### config.mk
export PLATFORM = sky130hd
export DESIGN_NAME = button_event_arbiter
export DESIGN_NICKNAME = d
export VERILOG_FILES = /design/src/rtl/button_event_arbiter_pkg.sv /design/src/rtl/button_event_arbiter_sync_fifo.sv /design/src/rtl/button_event_arbiter.sv
export SDC_FILE = /design/constraint.sdc
export NUM_CORES = 1
export LEC_CHECK = 0
export BUFFER_PORTS_ARGS = -buffer_cell sky130_fd_sc_hd__buf_4
export CAP_MARGIN = 10
export CORE_UTILIZATION = 40
export DETAILED_ROUTE_END_ITERATION = 6
export RECOVER_POWER = 25
export SYNTH_ARGS = -nofsm -noshare
export SYNTH_HDL_FRONTEND = slang
export SYNTH_SLANG_ARGS = --single-unit
### constraint.sdc
create_clock -name clk -period 2.93 [get_ports clk]
set_clock_uncertainty 0.15 [all_clocks]
set_input_delay 0 -clock clk [delete_from_list [all_inputs] [get_ports clk]]
set_output_delay 0 -clock clk [all_outputs]
set_load 0.01 [all_outputs]
### src/rtl/button_event_arbiter_pkg.sv
// Shared event encodings and FIFO entry sizing for the button event arbiter.
package button_event_arbiter_pkg;

    typedef enum logic [1:0] {
        EVT_NONE    = 2'b00,
        EVT_PRESS   = 2'b01,
        EVT_RELEASE = 2'b10,
        EVT_LONG    = 2'b11
    } evt_type_e;

    // FIFO entry layout is {id, type}.
    function automatic int unsigned evt_entry_width(input int unsigned n_btn);
        return $clog2(n_btn) + 2;
    endfunction

endpackage

### src/rtl/button_event_arbiter_sync_fifo.sv
// Generic synchronous FIFO with a registered head entry and occupancy count.
module sync_fifo #(
    parameter int unsigned WIDTH = 8,
    parameter int unsigned DEPTH = 4
) (
    input  logic                     clk,
    input  logic                     rst,
    input  logic                     push,
    input  logic [WIDTH-1:0]         din,
    input  logic                     pop,
    output logic [WIDTH-1:0]         dout,
    output logic                     full,
    output logic                     empty,
    output logic [$clog2(DEPTH):0]   count
);

    localparam int unsigned AW = $clog2(DEPTH);

    logic [WIDTH-1:0] mem [DEPTH];
    logic [AW-1:0]    wr_ptr;
    logic [AW-1:0]    rd_ptr;
    logic             do_push;
    logic             do_pop;

    assign full    = (count == (AW+1)'(DEPTH));
    assign empty   = (count == '0);
    assign do_pop  = pop && !empty;
    // A push into a full FIFO is legal when the head leaves in the same cycle.
    assign do_push = push && (!full || do_pop);
    assign dout    = mem[rd_ptr];

    always_ff @(posedge clk) begin
        if (rst) begin
            wr_ptr <= '0;
            rd_ptr <= '0;
            count  <= '0;
            for (int unsigned i = 0; i < DEPTH; i++) begin
                mem[i] <= '0;
            end
        end else begin
            if (do_push) begin
                mem[wr_ptr] <= din;
                wr_ptr      <= wr_ptr + 1'b1;
            end
            if (do_pop) begin
                rd_ptr <= rd_ptr + 1'b1;
            end
            case ({do_push, do_pop})
                2'b10:   count <= count + 1'b1;
                2'b01:   count <= count - 1'b1;
                default: count <= count;
            endcase
        end
    end

endmodule

### src/rtl/button_event_arbiter.sv
// Serialises per-button press/release (and long-press when LONG_PRESS_EN is
// defined) pulses through a round-robin arbiter into a valid/ready event FIFO.
module button_event_arbiter
    import button_event_arbiter_pkg::*;
#(
    parameter int unsigned N_BTN      = 4,
    parameter int unsigned FIFO_DEPTH = 4,
    parameter int unsigned LONG_TICKS = 200
) (
    input  logic                          clk,
    input  logic                          rst,
    input  logic                          tick,
    input  logic [N_BTN-1:0]              btn_level,
    input  logic [N_BTN-1:0]              btn_rise,
    input  logic [N_BTN-1:0]              btn_fall,
    output logic                          evt_valid,
    input  logic                          evt_ready,
    output logic [$clog2(N_BTN)-1:0]      evt_id,
    output logic [1:0]                    evt_type,
    output logic [$clog2(FIFO_DEPTH):0]   evt_count,
    output logic                          evt_drop
);

    localparam int unsigned IDW = $clog2(N_BTN);
    localparam int unsigned EW  = evt_entry_width(N_BTN);

    logic [N_BTN-1:0] rise_pend, fall_pend, long_pend;
    logic [N_BTN-1:0] clr_rise, clr_fall, clr_long;
    logic [N_BTN-1:0] lost_long;
    logic [N_BTN-1:0] cand;
    logic [IDW-1:0]   rr_ptr;
    logic             grant;
    logic [IDW-1:0]   win_id;
    evt_type_e        win_type;
    logic [N_BTN-1:0] win_onehot;
    logic             fifo_full, fifo_empty, pop;
    logic [EW-1:0]    fifo_dout;

    assign cand      = rise_pend | fall_pend | long_pend;
    assign pop       = !fifo_empty && evt_ready;
    assign evt_valid = !fifo_empty;
    assign evt_id    = fifo_dout[EW-1:2];
    assign evt_type  = fifo_dout[1:0];

    always_comb begin
        logic [IDW-1:0] sel;
        grant    = 1'b0;
        win_id   = '0;
        win_type = EVT_NONE;
        sel      = '0;
        for (int unsigned k = 0; k < N_BTN; k++) begin
            sel = IDW'((32'(rr_ptr) + k) % N_BTN);
            if (!grant && cand[sel]) begin
                grant  = 1'b1;
                win_id = sel;
                // Rise before long before fall keeps press ahead of release.
                if (rise_pend[sel])      win_type = EVT_PRESS;
                else if (long_pend[sel]) win_type = EVT_LONG;
                else                     win_type = EVT_RELEASE;
            end
        end
        if (fifo_full && !pop) grant = 1'b0;
    end

    assign win_onehot = grant ? (N_BTN'(1) << win_id) : '0;
    assign clr_rise   = win_onehot & {N_BTN{win_type == EVT_PRESS}};
    assign clr_fall   = win_onehot & {N_BTN{win_type == EVT_RELEASE}};
    assign clr_long   = win_onehot & {N_BTN{win_type == EVT_LONG}};

    always_ff @(posedge clk) begin
        if (rst) begin
            rise_pend <= '0;
            fall_pend <= '0;
            rr_ptr    <= '0;
            evt_drop  <= 1'b0;
        end else begin
            rise_pend <= (rise_pend & ~clr_rise) | btn_rise;
            fall_pend <= (fall_pend & ~clr_fall) | btn_fall;
            if (|(btn_rise & rise_pend & ~clr_rise) || |(btn_fall & fall_pend & ~clr_fall) ||
                |lost_long) begin
                evt_drop <= 1'b1;
            end
            if (grant) begin
                rr_ptr <= (win_id == IDW'(N_BTN-1)) ? '0 : win_id + 1'b1;
            end
        end
    end

`ifdef LONG_PRESS_EN
    localparam int unsigned CNTW = $clog2(LONG_TICKS + 1);

    logic [CNTW-1:0]  hold_cnt [N_BTN];
    logic [N_BTN-1:0] long_hit;

    always_comb begin
        for (int unsigned b = 0; b < N_BTN; b++) begin
            long_hit[b] = tick && btn_level[b] && (hold_cnt[b] == CNTW'(LONG_TICKS - 1));
        end
    end

    assign lost_long = long_hit & long_pend & ~clr_long;

    always_ff @(posedge clk) begin
        if (rst) begin
            long_pend <= '0;
            for (int unsigned b = 0; b < N_BTN; b++) begin
                hold_cnt[b] <= '0;
            end
        end else begin
            long_pend <= (long_pend & ~clr_long) | long_hit;
            for (int unsigned b = 0; b < N_BTN; b++) begin
                if (!btn_level[b]) begin
                    hold_cnt[b] <= '0;
                end else if (tick && (hold_cnt[b] < CNTW'(LONG_TICKS))) begin
                    hold_cnt[b] <= hold_cnt[b] + 1'b1;
                end
            end
        end
    end
`else
    logic unused_inputs;

    assign long_pend     = '0;
    assign lost_long     = '0;
    assign unused_inputs = ^{tick, btn_level, clr_long, 32'(LONG_TICKS)};
`endif

    sync_fifo #(
        .WIDTH (EW),
        .DEPTH (FIFO_DEPTH)
    ) u_fifo (
        .clk   (clk),
        .rst   (rst),
        .push  (grant),
        .din   ({win_id, win_type}),
        .pop   (pop),
        .dout  (fifo_dout),
        .full  (fifo_full),
        .empty (fifo_empty),
        .count (evt_count)
    );

endmodule

### After elaboration in Yosys (flattened, before gate mapping)

Memory sizes are Yosys's and may differ from the RTL's. A register that Yosys moved wholly into a read port is not among the register bits.
Cells that the tools add are included.
Widths: inputs -> output; s select.

* bits in registers: 18
* memory bits (writable): 16
* input port bits: 16
* output and inout bits: 9
* logic and storage cells: 118
* memories: 1

Memories
* u_fifo.mem: depth 4, bits a word 4, read ports 1, clocked after Yosys merged registers in 1, write ports 4, RTL line button_event_arbiter_sync_fifo.sv:19 `logic [WIDTH-1:0] mem [DEPTH];`

* add/sub/neg operators: 8
* $lt $le $gt $ge: 4
* equal/unequal tests: 6
* shift-type cells: 1
* mux-type cells: 58
* bitwise logic cells: 13
* reductions and logical operators: 20

Operator list (number)
* $and 4x4->4: 8
* $mux 2: 16
* $mux 1: 27
* $bmux 1 s2: 12
* $lt 2x3->1 const B: 4
* $or 4x4->4: 3
* $reduce_or 4->1: 3
* $add 2x1->2 const B: 4
* $mux 4: 2
* $not 4->4: 2
* $logic_and 1x1->1: 7
* $eq 2x2->1 const B: 3
* $logic_not 1->1: 6
* $pmux 3 s2: 1
* $add 2x2->2 const B: 2
* $eq 2x1->1 const B: 2
* $shl 1x2->4 const A: 1
* $add 3x1->3 const B: 1
* $eq 3x3->1 const B: 1
* $logic_not 3->1: 1
* $sub 3x1->3 const B: 1
* $logic_or 1x1->1: 2
* $reduce_bool 2->1: 1

### Depth between registers and ports, before layout

Gate-level depths: netlist of run 1.

* word-level depth: 20
* mapped depth: 13
* mapped depth without buffers: 12

### Modules after synthesis

A second synthesis of run 1 with hierarchy kept.

* cells, all modules: 223
* area, all modules: 2154.6 sq um

Modules (own cells, without submodules)
* sync_fifo: times used 1, cells an instance 92, area each 1146.1 sq um
* button_event_arbiter: times used 1, cells an instance 131, area each 1008.5 sq um

### Worst setup path before layout of run 1

Ideal clock, no wire load.

* path type: register to register
* from: register rise_pend[1]
* to: register u_fifo.count[2]
* library setup time: 0.071 ns
* arrival time: 2.286 ns
* data required time: 2.709 ns
* path slack: 0.423 ns
* cell stages (with the launch flop): 12
* cell sequence: dfxtp_1 > buf_6 > nor4_2 > a21oi_1 > clkbuf_1 > inv_1 > ha_1 > inv_1 > fa_1 > xor2_1 > or3_1 > a21oi_1

* longest elaborated chain between the ends: 17

RTL lines
* start: declaration: RTL line button_event_arbiter.sv:27 `logic [N_BTN-1:0] rise_pend, fall_pend, long_pend;`
* start signal: assignment: RTL line button_event_arbiter.sv:77 `rise_pend <= (rise_pend & ~clr_rise) | btn_rise;`
* $or 4x4->4 *: RTL line button_event_arbiter.sv:39 `assign cand = rise_pend | fall_pend | long_pend;`
* $bmux 1 s2: RTL line button_event_arbiter.sv:53 `if (!grant && cand[sel]) begin`
* $mux 1 (implied by the code): RTL line button_event_arbiter.sv:53
* $mux 1: RTL line button_event_arbiter.sv:53
* $logic_not 1->1: RTL line button_event_arbiter.sv:53
* $logic_and 1x1->1: RTL line button_event_arbiter.sv:53
* $mux 1: RTL line button_event_arbiter.sv:53
* $logic_not 1->1: RTL line button_event_arbiter.sv:53
* $logic_and 1x1->1: RTL line button_event_arbiter.sv:53
* $mux 1: RTL line button_event_arbiter.sv:53
* $logic_not 1->1: RTL line button_event_arbiter.sv:53
* $logic_and 1x1->1: RTL line button_event_arbiter.sv:53
* $mux 1 *: RTL line button_event_arbiter.sv:53
* $mux 1 *: RTL line button_event_arbiter.sv:62 `if (fifo_full && !pop) grant = 1'b0;`
* $logic_and 1x1->1 *: RTL line button_event_arbiter_sync_fifo.sv:29 `assign do_push = push && (!full || do_pop);`
* $eq 2x1->1 or $eq 2x2->1 (tied branches): RTL line button_event_arbiter_sync_fifo.sv:48 `case ({do_push, do_pop})`
* $pmux 3 s2 or $reduce_bool 2->1 (tied branches)
* end signal: assignment: RTL line button_event_arbiter_sync_fifo.sv:49 `2'b10: count <= count + 1'b1;`
* end signal: assignment: RTL line button_event_arbiter_sync_fifo.sv:50 `2'b01: count <= count - 1'b1;`
* end signal: assignment: RTL line button_event_arbiter_sync_fifo.sv:51 `default: count <= count;`
* end: declaration: RTL line button_event_arbiter_sync_fifo.sv:14 `output logic [$clog2(DEPTH):0] count`

Every way passes the cells marked *; elsewhere a longest branch is shown, timed or not. The select of a mux whose other input is x is not followed.
A chain may end at the register's enable or synchronous reset.

### Worst setup path in the final report of run 1

* from: register fall_pend[1]
* to: register fall_pend[1]

* longest elaborated chain between the ends: 19

RTL lines
* start: declaration: RTL line button_event_arbiter.sv:27
* start signal: assignment: RTL line button_event_arbiter.sv:78 `fall_pend <= (fall_pend & ~clr_fall) | btn_fall;`
* $or 4x4->4: RTL line button_event_arbiter.sv:39
* $bmux 1 s2: RTL line button_event_arbiter.sv:53
* $mux 1 (implied by the code): RTL line button_event_arbiter.sv:53
* $mux 1: RTL line button_event_arbiter.sv:53
* $logic_not 1->1: RTL line button_event_arbiter.sv:53
* $logic_and 1x1->1: RTL line button_event_arbiter.sv:53
* $mux 1: RTL line button_event_arbiter.sv:53
* $logic_not 1->1: RTL line button_event_arbiter.sv:53
* [3 not listed]
* $logic_and 1x1->1: RTL line button_event_arbiter.sv:53
* $mux 2 or $mux 1 (tied branches): RTL line button_event_arbiter.sv:53
* $shl 1x2->4 or $mux 1 (tied branches): RTL line button_event_arbiter.sv:65, button_event_arbiter.sv:62
* $mux 4: RTL line button_event_arbiter.sv:65 `assign win_onehot = grant ? (N_BTN'(1) << win_id) : '0;`
* $and 4x4->4: RTL line button_event_arbiter.sv:67 `assign clr_fall = win_onehot & {N_BTN{win_type == EVT_RELEASE}};`
* $not 4->4: RTL line button_event_arbiter.sv:78
* $and 4x4->4 *: RTL line button_event_arbiter.sv:78
* $or 4x4->4 *: RTL line button_event_arbiter.sv:78

Marks and branches as above.

==> results.cfg, run 1 <==
[grt]
grt_max_degree = 25
antenna_found_initial = 0
grt_pass1_vias = 1588
grt_overflow = 0
grt_pass1_wl_mm = 7.479
busiest_layer = met2
grtUsageMet3 = 0.03614
grt_util_met2 = 0.2853
use_met1 = 0.2451
globalRouteTotalUtil = 0.1781

[routing]
drc = 0
via_per_inst = 5.296
dr.pass1.iters = 4
wl_mm = 4.528
vias = 1737
drt_iter0_drc = 82
postRouteAntennaNets = 0
wl_per_cell_um = 13.80

[yosys]
async_flop_share = 0
syn_inst = 219
synth_most_common_cell = nor2_1
synth_xor_area_frac = 0.02481
synth_cell_types = 51
synth_seq_cells = 36
synth_compound_area_frac = 0.1654
synth_edf_count = 16
synth_top_family_by_area = simple AND/OR/NAND/NOR gates
synth-simple-area-share = 0.1991
synth_fa_ha_area_frac = 0.03898
yosysWarningCount = 0
yosysSeqAreaShare = 0.4158
yosysTopAreaCell = edfxtp_1
synth.avg_cell_area_um2 = 9.673
ys.flop_type = dfxtp_1
synth_top_cells_by_area = edfxtp_1 23%, dfxtp_1 19%, nor2_1 6.6%, mux4_2 6.4%, a21oi_1 3.3%
synth_top_area_share = 0.2268
synth_fp_nets = 241
synth_common_cells = 37 x nor2_1, 20 x dfxtp_1, 16 x edfxtp_1, 16 x nand2_1, 14 x a21oi_1
synthMuxAreaShare = 0.09864
syn-cell-area_um2 = 2118

[placement]
io_buffer_count = 19
post-dp-hpwl_mm = 3.252
place_ws_ns = 0.3152
place_congestion = 0.8072

[clock_tree]
htree_num_levels = 2
tritoncts = done
clk_latency_ns = 0.28
clock-root-buffer = clkbuf_8
cts.path.max_buffers = 2
cts_made_buffers = 5
clkTransAtPathRegs_ns = 0.07
clock-sinks = 36

[die]
dieArea_um2 = 5591
initial_core_util = 0.4147
ioPinCount = 25
rows = 26
core-area_um2 = 5107
fp.dieH_um = 74.77
die_x_um = 74.77

[setup_path]
cp-start-kind = flop
path_cells = nor4_4, mux4_2, inv_2, o311a_4, o21a_1, nor2_1, nor2_1, dlygate4sd3_1
crit_path_max_incr_delay_ns = 0.55
cp.required_ns = 2.95
rrSetupSlack_ns = 0.17
end_kind = flop
cp_slowest_cell = dlygate4sd3_1
cp_max_fo = 9
worstPathArrival_ns = 2.79
crit_top_cell = nor2_1
crit_type = flop to flop

[cells_and_area]
n_antenna_cell = 0
fillCellCount = 504
layout.nets = 279
drive_gt1_frac = 0.2287
syn2layout_area_growth_pct = 22.74

[worst_hold_path]
hold_path.class = input port to flop

[timing]
relSlewSlack = 0.7694
setup_viol = 0
grt_setup_unrepaired = no
finalCritPeriodShare = 0.9436
hold_violations = 0
slew_violations = 0
fmax_mhz = 361.7
fin_ws_ns = 0.1652
tns_ns = 0
max_slew.worst_pin.slew_ns = 0.3411
fin_crit_ns = 2.765

[run]
drv_cap = 0

[status]
status = finished clean

[power_and_ir_drop]
p_leak_nw = 1.012
peakVddDrop_v = 0.0004091
cellPowerDensity_nw_per_um2 = 821.5
-- critical path, delay by kind of cell, from the launching register on --
family	cells	cell delay [ns]
compound gates	2	0.66
buf+inv	2	0.61
flops	1	0.39
mux	1	0.34
simple gates	3	0.49
-- registers in the layout, indices dropped and copies added, names as in the netlist, named ones only --
name / flops
u_fifo.count: 3
fall_pend: 4
u_fifo.wr_ptr: 2
u_fifo.rd_ptr: 2
evt_drop: 1
u_fifo.mem: 16
rise_pend: 4
rr_ptr: 2
-- placed cells by master, fill, tap and decap left out, drive strengths merged, types with 4 or more instances in the layout --
master	count
a21oi	14
and2	4
buf	19
clkbuf	16
dfxtp	20
dlygate4sd3	14
edfxtp	16
ha	5
inv	14
mux2i	4
mux4	6
nand2	16
nand2b	6
nor2	37
nor4	4
o21a	5
o21ai	10
or2	4
xor2	4
-- logic make-up (layout without fill, tap and decap cells) --
| logic type | count (synthesis) | in the layout |
|---|---|---|
| DFF | 36 | 36 |
| AOI/OAI and AO/OA | 49 | 49 |
| buffers and inverters | 25 | 64 |
| and+or+nand+nor | 84 | 84 |
| muxes | 13 | 13 |
| adders and majority gates | 6 | 6 |
| xor gates and xnor gates | 6 | 6 |
-- worst paths after layout --
kind                                       from                            end  cells after the start
setup / recovery        fall_pend[1]$_SDFF_PP0_        fall_pend[1]$_SDFF_PP0_                      8
hold / removal                        evt_ready         rr_ptr[0]$_SDFFE_PP0N_                      6
setup reg to reg        fall_pend[1]$_SDFF_PP0_        fall_pend[1]$_SDFF_PP0_                      8
hold reg to reg   u_fifo.rd_ptr[1]$_SDFFE_PP0P_  u_fifo.rd_ptr[1]$_SDFFE_PP0P_                      2
-- routing by layer --
layer,routed length [µm],share of wire
met2,2112,0.47
met1,2206,0.49
met3,166,0.037
met5,0,0
met4,42,0.0093
-- what timing repair did --
item	CTS	global route
hold buffers	14	0
endpoints found under the setup margin	0	5
gates resized for setup	0	19
buffers inserted	0	0
hold endpoints to repair	20	0
-- metrics by stage --
stage / std cells / cell area [µm²] / hold WS (ns) / total power, W / utilization
after detailed placement: 306 / 2347 / 0.08307 / 0.001773 / 0.4596
final: 328 / 2600 / 0.07376 / 0.002136 / 0.5091
after global placement: 306 / 2347 / 0.07879 / 0.001765 / 0.4596
after global routing: 328 / 2600 / 0.1016 / 0.002296 / 0.5091
after CTS: 328 / 2572 / 0.04076 / 0.002146 / 0.5037
after floorplan: 219 / 2118 / -0.02933 / 0.001470 / -
-- area by class of cell --
type	count	area, µm²	share of cell area
multi-input combinational	158	1162	0.4471
tap	70	87.58	0.03369
clock inverter	1	8.758	0.003369
inverter	14	52.55	0.02021
clock buffer	7	76.32	0.02936
sequential	36	892.1	0.3431
timing repair buffer	42	320.3	0.1232
-- power breakdown --
group          internal, W  total (W)  switching (W)  leakage (nW)
Combinational     0.000456   0.000989       0.000533         0.634
Clock             0.000170   0.000347       0.000177        0.0424
Sequential        0.000661   0.000800       0.000139         0.335
Total              0.00129    0.00214       0.000849          1.01
(Power assumes the default switching activity.)
==> run 2: changes to the inputs <==
--- a/config.mk
+++ b/config.mk
@@ -7,9 +7,11 @@
 export LEC_CHECK = 0
 export BUFFER_PORTS_ARGS = -buffer_cell sky130_fd_sc_hd__buf_4
 export CAP_MARGIN = 10
+export CORE_MARGIN = 2
 export CORE_UTILIZATION = 40
 export DETAILED_ROUTE_END_ITERATION = 6
 export RECOVER_POWER = 25
+export REMOVE_ABC_BUFFERS = 1
 export SYNTH_ARGS = -nofsm -noshare
 export SYNTH_HDL_FRONTEND = slang
 export SYNTH_SLANG_ARGS = --single-unit
==> run 2 against run 1 <==
  * Die area increased by 5.4%
  * Fmax decreased by 2.2%
  * Design area increased by 1.1%
  * Sequential share of layout area decreased by 0.45 points
  * Core utilization increased by 0.54 points
  * Via count increased by 1.5%
  * Non-clock buffer count increased by 3
  * Setup slack got worse by 0.063 ns
  * Largest power group unchanged
==> results.cfg, run 2 (synthesis gave the netlist of run 1 again) <==
[power_and_ir_drop]
peakVddDrop_v = 0.0003509
switching_share = 0.3968
internal_power_w = 0.001307
p_leak_nw = 1.044
p_switching_w = 0.0008598
pwr-share-seq = 0.364
design_power_total_w = 0.002167
clkPwrFrac = 0.165
p_comb_frac = 0.471
cellPowerDensity_nw_per_um2 = 824.7

[cells_and_area]
fillCellCount = 504
syn2layout_area_growth_pct = 24.04
largest_register_ffs = 16
layout_common_cells = 37 x nor2_1, 22 x buf_4, 17 x dlygate4sd3_1, 16 x nand2_1, 16 x edfxtp_1
top_regs = u_fifo.mem x16, fall_pend x4, rise_pend x4
drive_gt1_frac = 0.2452
multi_input_area_um2 = 1146
regArea_um2 = 889.6
final_common_cell = nor2_1
layout.nets = 282
stdcell_area_um2 = 2628
regMostFlops = u_fifo.mem
n_antenna_cell = 0

[timing]
fmax_mhz = 353.6
relSlewSlack = 0.7475
setup_viol = 0
whs_ns = 0.06940
finalCritPeriodShare = 0.9653
tns_ns = 0
fin_ws_ns = 0.1017
hold_violations = 0
fin_crit_ns = 2.828
max_slew.worst_pin.slew_ns = 0.3757
slew_violations = 0

[setup_path]
cp_max_fo = 9
cp-start-kind = flop
crit_type = flop to flop
worstPathArrival_ns = 2.86
end_kind = flop
cp.required_ns = 2.96

[run]
drv_cap = 0

[clock_tree]
cts.path.max_buffers = 2
cts_setup_buffers = 0
htree_num_levels = 2
clk_latency_ns = 0.29
clock-sinks = 36
clkTransAtPathRegs_ns = 0.07
clock-root-buffer = clkbuf_8
tritoncts = done
cts_made_buffers = 5

[routing]
drc = 0
wl_per_cell_um = 14.50
vias = 1763
via_per_inst = 5.326
postRouteAntennaNets = 0
drt_iter0_drc = 85
dr.pass1.iters = 4
wl_mm = 4.798

[grt]
grt_max_degree = 25
grt_pass1_vias = 1728
antenna_found_initial = 0
globalRouteTotalUtil = 0.1727
grt_pass1_wl_mm = 8.190
grt_overflow = 0

[die]
fp.dieH_um = 76.77
core-area_um2 = 5107
initial_core_util = 0.4147
rows = 26
dieArea_um2 = 5894
ioPinCount = 25
die_x_um = 76.77

[status]
status = finished clean

[placement]
io_buffer_count = 19
post-dp-hpwl_mm = 3.310
place_congestion = 0.7911
place_area_um2 = 2347
place_ws_ns = 0.2745

[worst_hold_path]
hold_path.class = input port to flop
## run 2: cell types whose count changed in the layout (fill, tap and decap cells not counted), sizes merged
cell | before | now
clkinv | 1 | 2
dlygate4sd3 | 14 | 17
clkbuf | 16 | 10
inv | 14 | 15
buf | 19 | 23
## run 2: repair_timing
| item | 4_1_cts | 5_1_grt |
|---|---|---|
| gates resized for setup | 0 | 17 |
| hold buffers | 17 | 0 |
| hold endpoints to repair | 20 | 0 |
| endpoints found under the setup margin | 0 | 9 |
## run 2: power groups by stage
stage	Combinational (W)	Clock (W)	Sequential [W]
final	0.00102	0.000358	0.000789
after global routing	0.00115	0.000393	0.000808
after CTS	0.00101	0.000369	0.000778
after detailed placement	0.000979	0	0.000790
after global placement	0.000972	0	0.000788
after floorplan	0.000649	0	0.000785
## run 2: stage by stage
| step | std cells | util |
|---|---|---|
| after floorplan | 208 | - |
| after CTS | 331 | 0.5098 |
| after global placement | 306 | 0.4596 |
| after detailed placement | 306 | 0.4596 |
| final | 331 | 0.5145 |
| after global routing | 331 | 0.5145 |
## run 2: critical path, stage by stage, from the launching register on
cell and delay [ns]:
dfxtp_1 0.38, nor4_2 0.43, mux4_2 0.35, inv_2 0.06, o311a_4 0.43, o21a_1 0.22
nor2_1 0.09, nor2_1 0.04, dlygate4sd3_1 0.55
## run 2: worst paths after layout
check,from,to,slack (ns),depth (start not counted)
max,fall_pend[1]$_SDFF_PP0_,fall_pend[1]$_SDFF_PP0_,0.10,8
min,evt_ready,u_fifo.rd_ptr[0]$_SDFFE_PP0P_,0.07,4
max reg2reg,fall_pend[1]$_SDFF_PP0_,fall_pend[1]$_SDFF_PP0_,0.10,8
min reg2reg,u_fifo.count[2]$_SDFFE_PP0P_,u_fifo.count[2]$_SDFFE_PP0P_,0.37,2
## run 2: final cells by class
type / count / share of cell area
multi-input combinational: 158 / 0.4362
tap: 70 / 0.03333
timing repair buffer: 45 / 0.1390
inverter: 14 / 0.02000
sequential: 36 / 0.3386
clock buffer: 5 / 0.02619
clock inverter: 3 / 0.006667
## run 2: per-layer routing
layer | track usage | up-vias | wire length [µm]
li1 | - | 867 | -
met1 | 0.2360 | 842 | 2187
met2 | 0.2640 | 47 | 2248
met3 | 0.05176 | 7 | 307
met4 | 0.05091 | 0 | 55
met5 | 0 | - | 0
